File: src/rtl/cla_seq_addsub.sv
// Sequential adder/subtractor: one 4-bit carry-lookahead slice per cycle,
// walking the operand nibbles LSB first. Results hold until the next completion.
module cla_seq_addsub #(
  parameter int unsigned WIDTH = 16
) (
  input  logic             clk,
  input  logic             rst_n,
  input  logic             start,
  input  logic             sub,
  input  logic [WIDTH-1:0] a,
  input  logic [WIDTH-1:0] b,
  output logic             busy,
  output logic             done,
  output logic [WIDTH-1:0] result,
  output logic             c_out,
  output logic             ovf,
  output logic             zero
);

  localparam int unsigned NIB = WIDTH / 4;
  localparam int unsigned IW  = (NIB > 1) ? $clog2(NIB) : 1;

  typedef enum logic [1:0] {IDLE, CALC, DONE} state_t;

  state_t           state_q, state_d;
  logic [WIDTH-1:0] opa_q, opa_d;
  logic [WIDTH-1:0] opb_q, opb_d;
  logic [WIDTH-1:0] work_q, work_d;
  logic [WIDTH-1:0] result_q, result_d;
  logic [IW-1:0]    idx_q, idx_d;
  logic             carry_q, carry_d;
  logic             c_out_q, c_out_d;
  logic             ovf_q, ovf_d;
  logic             zero_q, zero_d;

  logic [IW+1:0]    bofs;
  logic [3:0]       na, nb, g, p, s;
  logic [4:0]       c;

  // Carry-lookahead slice on the nibble selected by idx_q
  always_comb begin
    bofs = {idx_q, 2'b00};
    na   = opa_q[bofs +: 4];
    nb   = opb_q[bofs +: 4];
    g    = na & nb;
    p    = na ^ nb;
    c[0] = carry_q;
    c[1] = g[0] | (p[0] & c[0]);
    c[2] = g[1] | (p[1] & g[0]) | (p[1] & p[0] & c[0]);
    c[3] = g[2] | (p[2] & g[1]) | (p[2] & p[1] & g[0]) | (p[2] & p[1] & p[0] & c[0]);
    c[4] = g[3] | (p[3] & g[2]) | (p[3] & p[2] & g[1]) | (p[3] & p[2] & p[1] & g[0])
         | (p[3] & p[2] & p[1] & p[0] & c[0]);
    s    = p ^ c[3:0];
  end

  always_comb begin
    state_d  = state_q;
    opa_d    = opa_q;
    opb_d    = opb_q;
    work_d   = work_q;
    result_d = result_q;
    idx_d    = idx_q;
    carry_d  = carry_q;
    c_out_d  = c_out_q;
    ovf_d    = ovf_q;
    zero_d   = zero_q;
    unique case (state_q)
      IDLE: begin
        if (start) begin
          opa_d   = a;
          opb_d   = b ^ {WIDTH{sub}};
          carry_d = sub;
          idx_d   = '0;
          work_d  = '0;
          state_d = CALC;
        end
      end
      CALC: begin
        work_d[bofs +: 4] = s;
        carry_d           = c[4];
        if (idx_q == IW'(NIB - 1)) begin
          // Final nibble: its internal carries give the sign-bit overflow
          idx_d    = '0;
          result_d = work_d;
          c_out_d  = c[4];
          ovf_d    = c[3] ^ c[4];
          zero_d   = (work_d == '0);
          state_d  = DONE;
        end else begin
          idx_d = idx_q + IW'(1);
        end
      end
      DONE: state_d = IDLE;
      default: state_d = IDLE;
    endcase
  end

  always_ff @(posedge clk or negedge rst_n) begin
    if (!rst_n) begin
      state_q  <= IDLE;
      opa_q    <= '0;
      opb_q    <= '0;
      work_q   <= '0;
      result_q <= '0;
      idx_q    <= '0;
      carry_q  <= 1'b0;
      c_out_q  <= 1'b0;
      ovf_q    <= 1'b0;
      zero_q   <= 1'b0;
    end else begin
      state_q  <= state_d;
      opa_q    <= opa_d;
      opb_q    <= opb_d;
      work_q   <= work_d;
      result_q <= result_d;
      idx_q    <= idx_d;
      carry_q  <= carry_d;
      c_out_q  <= c_out_d;
      ovf_q    <= ovf_d;
      zero_q   <= zero_d;
    end
  end

  assign busy   = (state_q != IDLE);
  assign done   = (state_q == DONE);
  assign result = result_q;
  assign c_out  = c_out_q;
  assign ovf    = ovf_q;
  assign zero   = zero_q;

endmodule
File: config.mk
export PLATFORM = sky130hd
export DESIGN_NAME = cla_seq_addsub
export DESIGN_NICKNAME = d
export VERILOG_FILES = /design/src/rtl/cla_seq_addsub.sv
export SDC_FILE = /design/constraint.sdc
export NUM_CORES = 1
export LEC_CHECK = 0
export CORE_ASPECT_RATIO = 2
export CORE_MARGIN = 3
export CORE_UTILIZATION = 58
export CTS_CLUSTER_DIAMETER = 100
export DETAILED_ROUTE_END_ITERATION = 10
export GPL_TIMING_DRIVEN = 0
export PLACE_DENSITY = 0.91
export SLEW_MARGIN = 20
export SYNTH_ARGS = -nofsm -noshare
export SYNTH_HDL_FRONTEND = slang
export SYNTH_SLANG_ARGS = --single-unit
File: constraint.sdc
create_clock -name clk -period 5.65 [get_ports clk]
set_input_delay 1.13 -clock clk [delete_from_list [all_inputs] [get_ports clk]]
set_output_delay 1.13 -clock clk [all_outputs]
set_load 0.02 [all_outputs]
==> flow_summary.toml, run 1 <==
[routing]
ant_nets = 0
drtIter0Drc = 159
post_drt_wl_per_cell_um = 19.2
wirelength_um = 8550
num_vias = 2744
avgViaCountPerCell = 6.15
drcViolationCount = 0
dr.pass1.iters = 5

[power_and_ir_drop]
leakage_nw = 1.92
switchingPower_mw = 1.40
swShare_pct = 43.4
vdd_drop_max_uv = 533
power_density_mw_per_mm2 = 715
p_int_mw = 1.83
power_frac_seq_pct = 27.4
clkPwrFrac_pct = 17.8
p_comb_share_pct = 54.8

[setup_path]
r2r-start = "idx_q[0]"
end_kind = "register"
crit_required_ns = 5.88
crit_type = "reg -> reg"
worstSetupStartpointType = "register"
cpPeakStageDelay_ns = 0.71
r2r_slack_ns = 2.26
r2r_cells = 8
worst-path-max-fanout = 10
timing.rr.end = "zero"
crit_arrival_ns = 3.62
crit_chain = "buf_2 -> mux4_2 -> fa_1 -> xor2_1 -> and2_4 -> nor3_2 -> o2111ai_1 -> o31ai_2"
critPathSlowestCell = "xor2_1"

[yosys]
synth_top_cells_by_count = "dfrtp_1 (72), a21oi_1 (32), nand2_1 (24)"
yosysMostFrequentCell = "dfrtp_1"
synth_top_area_cell = "dfrtp_1"
yosys-top-cells-area = "dfrtp_1 (50%), mux2_2 (5.0%), mux4_2 (5.0%), a21oi_1 (4.5%), xnor2_1 (3.9%)"
ys_seq_elements = 72
synth_edf_count = 0
synth_top_area_share_pct = 50.4
yosysSeqAreaShare_pct = 50.4
synthFlopType = "dfrtp_1"
async_flop_share_pct = 100
synth_cells = 313
synth.distinct_cells = 48
synth_nets = 361
syn_area_per_cell_um2 = 11.4
yosysWarnings = 0
synth_area_mm2 = 0.00357

[grt]
grt_first_pass_wirelength_um = 14200
grt_pass1_vias = 2919
grt-ovfl-total = 0
grt_use_total_pct = 28.2
grt_max_degree = 61
antenna_found_initial = 0

[timing]
final_max_slew_viol_count = 0
final.setup.tns_ns = 0
setup_viol_count_final = 0
worst_slack_ns = 2.26
relSlewSlack_pct = 40.9
min_period_ns = 3.39
worst_slew_pin_slew_ns = 0.884
fin_skew_ns = 0.00748
rsz0062_at_grt = "false"
hold_violations = 0
finalCritPeriodShare_pct = 60.1
max_freq_mhz = 295

[floorplan]
die_h_um = 117
core_area_mm2 = 0.00586
start_util_pct = 61.0
fp.dieW_um = 61.5
row_count = 39
floorplan.io_pins = 57
dieArea_mm2 = 0.00719

[placed_design]
placed_cell_area_mm2 = 0.00422
place.gp.congestion = 0.860
dp_hpwl_um = 5870
numPortBuffers = 55
dp.cells = 430
pre_cts_ws_ns = 2.34

[min_path]
worstHoldStart = "result[9]"
hold_depth = 2
min_to = "result[9]"
hold_path.class = "reg -> reg"

[clocking]
post_cts_resized = 0
tritoncts = "done"
postCtsHoldBufs = 0
postCtsSetupBuffers = 0
cts_root_buf = "clkbuf_16"
clk_latency_ns = 0.34
numClockSinks = 72
cts_max_level = 3
cts_made_buffers = 9
clk_path_buf_depth = 2
cts.clk_slew.worst_paths_ns = 0.06

[cells_and_area]
nNetsFinal = 428
area_delta_synth_final_pct = 26.7
nFillCells = 377
layout-drive-gt1-share_pct = 15.8
diodes = 0
postLayoutCellArea_mm2 = 0.00452
regArea_mm2 = 0.00180
multiInputGateArea_mm2 = 0.00168
fin_cells = 446

[run_status]
status = "complete, no violations"

[flow_run]
maxCapViolCount = 0
## state kept, by name (all words and copies together), names as in the netlist
register,flops
state_q,2
zero,1
opb_q,16
c_out,1
result,16
opa_q,16
work_q,16
ovf,1
carry_q,1
idx_q,2
## area by class of cell
class / instances / share of cell area (%)
plain buffers: 16 / 1.63
clock buffers: 13 / 5.75
clock inverters: 3 / 0.885
inverters: 4 / 0.332
multi-input cells: 221 / 37.2
flip-flops and latches: 72 / 39.8
well taps: 61 / 1.69
repair buffers: 56 / 12.7
## how the worst max path moves through the flow
stage / startpoint / to / slack [ns] / depth (start not counted)
5_1_grt: idx_q[0] / zero / 2.16 / 8
4_1_cts: idx_q[0] / zero / 2.29 / 8
3_5_place_dp: idx_q[0] / zero / 2.34 / 8
3_3_place_gp: rst_n / opb_q[4] / 1.18 / 1
6_report: idx_q[0] / zero / 2.26 / 8
2_1_floorplan: idx_q[0] / zero / 2.98 / 8
## cells in the final DEF, fill, tap and decap left out, types with 2 or more instances in the layout
master	instances
clkbuf_16	9
mux2_2	16
inv_1	4
buf_4	2
and2_1	2
ha_1	11
a21oi_1	32
a22o_1	15
o31ai_1	3
clkbuf_1	6
nor3_1	3
nand2b_1	3
clkbuf_8	2
clkinv_2	2
nor2b_1	13
buf_1	3
xnor2_1	16
clkdlybuf4s50_1	54
o21ai_1	5
nor4_1	3
nand2_1	24
mux4_2	8
buf_2	8
dfrtp_1	72
a22oi_1	4
nor2_1	20
o21ai_0	18
## per-layer routing
metal / up-vias / share of wire [%] / track usage (%)
met2: 100 / 57 / 47.9
met1: 1355 / 33 / 29.6
met3: 33 / 4.6 / 6.15
met4: 0 / 5.3 / 18.8
met5: - / 0 / 0
li1: 1256 / - / -
## power groups by stage
stage / sequential (mW) / clock (mW) / combinational [mW]
after floorplan: 0.909 / 0 / 1.17
after global placement: 0.866 / 0 / 1.67
after detailed placement: 0.882 / 0 / 1.74
after CTS: 0.886 / 0.578 / 1.77
after global routing: 0.914 / 0.604 / 1.92
final: 0.888 / 0.576 / 1.77
## critical path: cells and delay by family (launching register included)
family / cells / cell delay [ns]
simple gates: 2 / 0.36
fa+ha+maj: 1 / 0.44
mux: 1 / 0.63
xor+xnor: 1 / 0.71
compound gates: 2 / 0.22
buf+inv: 1 / 0.40
flops: 1 / 0.51
## cells by family (layout without fill, tap and decap cells)
kind of cell	Yosys count	count (layout)	synth area share, %
buffers and inverters	20	92	2.49
AND/OR/NAND/NOR	78	78	11.7
flip-flops	72	72	50.4
adder cells (fa/ha/maj)	12	12	4.41
multiplexers	25	25	10.4
XOR/XNOR	19	19	5.08
AO/OA/AOI/OAI	87	87	15.6
## through the flow
step | hold WS [ns] | total power, mW | util, %
after floorplan | 0.458 | 2.08 | -
after global placement | 0.459 | 2.54 | 71.7
after detailed placement | 0.469 | 2.62 | 72.1
after CTS | 0.481 | 3.24 | 77.3
after global routing | 0.504 | 3.44 | 77.3
final | 0.473 | 3.24 | 77.3
Power figures use the tool's default switching activity.
==> run 2, diff against run 1 <==
CORE_UTILIZATION = 54   (was 58)
PLACE_DENSITY = 0.86   (was 0.91)
clock period = 3.5 ns   (was 5.65 ns; I/O delays follow)
==> run 2 against run 1 <==
Compared with the run above: total power up 62%; clock-buffer cell count is the same; via count about the same; die area increased by 6.8%; utilization down 5.4 points; first-iteration DRC count shrank 2.5%; routed wire length decreased by 4.0%; sequential share of layout area fell by 0.40 points; sequential power increased by 61%; setup slack worse by 2.1 ns; global-route usage down 4.7 points; critical path type unchanged; largest cell class unchanged.
==> flow_summary.toml, run 2 (same netlist as run 1, synthesis figures left out) <==
[run_status]
status = "complete, no violations"

[floorplan]
die_h_um = 121
row_count = 41
dieArea_mm2 = 0.00769
core_area_mm2 = 0.00636
floorplan.io_pins = 57
fp.dieW_um = 63.5
start_util_pct = 56.2

[placed_design]
dp.cells = 455
pre_cts_ws_ns = 0.237
numPortBuffers = 55
dp_hpwl_um = 5800
place.gp.congestion = 0.857

[setup_path]
crit_type = "reg -> reg"
worstSetupStartpointType = "register"
end_kind = "register"
worst-path-max-fanout = 10
crit_arrival_ns = 3.59
crit_required_ns = 3.72

[clocking]
cts_made_buffers = 9
postCtsSetupBuffers = 0
cts_root_buf = "clkbuf_16"
post_cts_resized = 0
numClockSinks = 72
cts_max_level = 3
clk_latency_ns = 0.34
postCtsHoldBufs = 0
tritoncts = "done"
clk_path_buf_depth = 2
cts.clk_slew.worst_paths_ns = 0.06

[timing]
final_max_slew_viol_count = 0
final.setup.tns_ns = 0
fin_skew_ns = 0.00853
rsz0062_at_grt = "false"
worst_slew_pin_slew_ns = 0.845
finalCritPeriodShare_pct = 96.3
worst_slack_ns = 0.130
hold_slack_ns = 0.206
hold_violations = 0
min_period_ns = 3.37
max_freq_mhz = 297
relSlewSlack_pct = 43.5
setup_viol_count_final = 0

[grt]
grt_first_pass_wirelength_um = 13500
antenna_found_initial = 0
grt_max_degree = 62
grt_use_total_pct = 23.5
grt-ovfl-total = 0
grt_pass1_vias = 2872

[routing]
drcViolationCount = 0
ant_nets = 0
post_drt_wl_per_cell_um = 17.4
drtIter0Drc = 155
avgViaCountPerCell = 5.83
dr.pass1.iters = 4
num_vias = 2746
wirelength_um = 8210

[power_and_ir_drop]
vdd_drop_max_uv = 597
total_power_mw = 5.26
leakage_nw = 1.92
power_density_mw_per_mm2 = 1150

[cells_and_area]
diodes = 0
layout-drive-gt1-share_pct = 15.6
layout_commonest_cell = "dfrtp_1"
fin_cells = 471
final_cell_mix = "dfrtp_1 (72), clkdlybuf4s50_1 (54), a21oi_1 (32)"
area_delta_synth_final_pct = 28.0
nFillCells = 496
nNetsFinal = 428

[flow_run]
maxCapViolCount = 0

[min_path]
hold_path.class = "in -> async"
## run 2: final cells by class
cell class / instances / area, µm² / area share, %
buffer: 16 / 73.8 / 1.62
clock buffer: 13 / 250 / 5.47
clock inverter: 3 / 65.1 / 1.42
inverter: 4 / 15.0 / 0.328
multi-input combinational: 221 / 1680 / 36.8
sequential: 72 / 1800 / 39.4
tap: 86 / 108 / 2.35
timing repair buffer: 56 / 576 / 12.6
## run 2: worst max-delay path, stage by stage (launching register included)
cell and delay, ns:
dfrtp_1 0.51, buf_2 0.38, mux4_2 0.63, fa_1 0.44, xor2_1 0.68, and2_4 0.30
nor3_2 0.05, o2111ai_1 0.16, o31ai_2 0.08
## run 2: stage by stage
step / cell area [µm²] / util, %
4_1_cts: 4570 / 71.9
6_report: 4570 / 71.9
3_3_place_gp: 4230 / 66.5
2_1_floorplan: 3570 / -
5_1_grt: 4570 / 71.9
3_5_place_dp: 4260 / 66.9
## run 2: path summary, 6_finish.rpt
kind | startpoint | end | slack (ns) | depth (start not counted)
worst max-delay path | idx_q[0] | zero | 0.13 | 8
worst min-delay path | rst_n | result[3] | 0.21 | 1
worst max register to register | idx_q[0] | zero | 0.13 | 8
worst min register to register | result[14] | result[14] | 0.47 | 2
max in group asynchronous | rst_n | opb_q[11] | 2.76 | 2
min in group clk | result[14] | result[14] | 0.47 | 2
## run 2: per-layer routing
layer | wire length, µm | track usage, % | up-vias
met1 | 2840 | 23.3 | 1371
li1 | - | - | 1256
met2 | 4640 | 41.7 | 86
met5 | 0 | 0 | -
met3 | 301 | 5.10 | 33
met4 | 435 | 17.5 | 0
## run 2: where the power goes
| part | switching (mW) | leakage [nW] | internal, mW |
|---|---|---|---|
| Sequential | 0.239 | 0.903 | 1.19 |
| Clock | 0.327 | 0.154 | 0.642 |
| Combinational | 1.67 | 0.864 | 1.18 |
| Total | 2.24 | 1.92 | 3.02 |
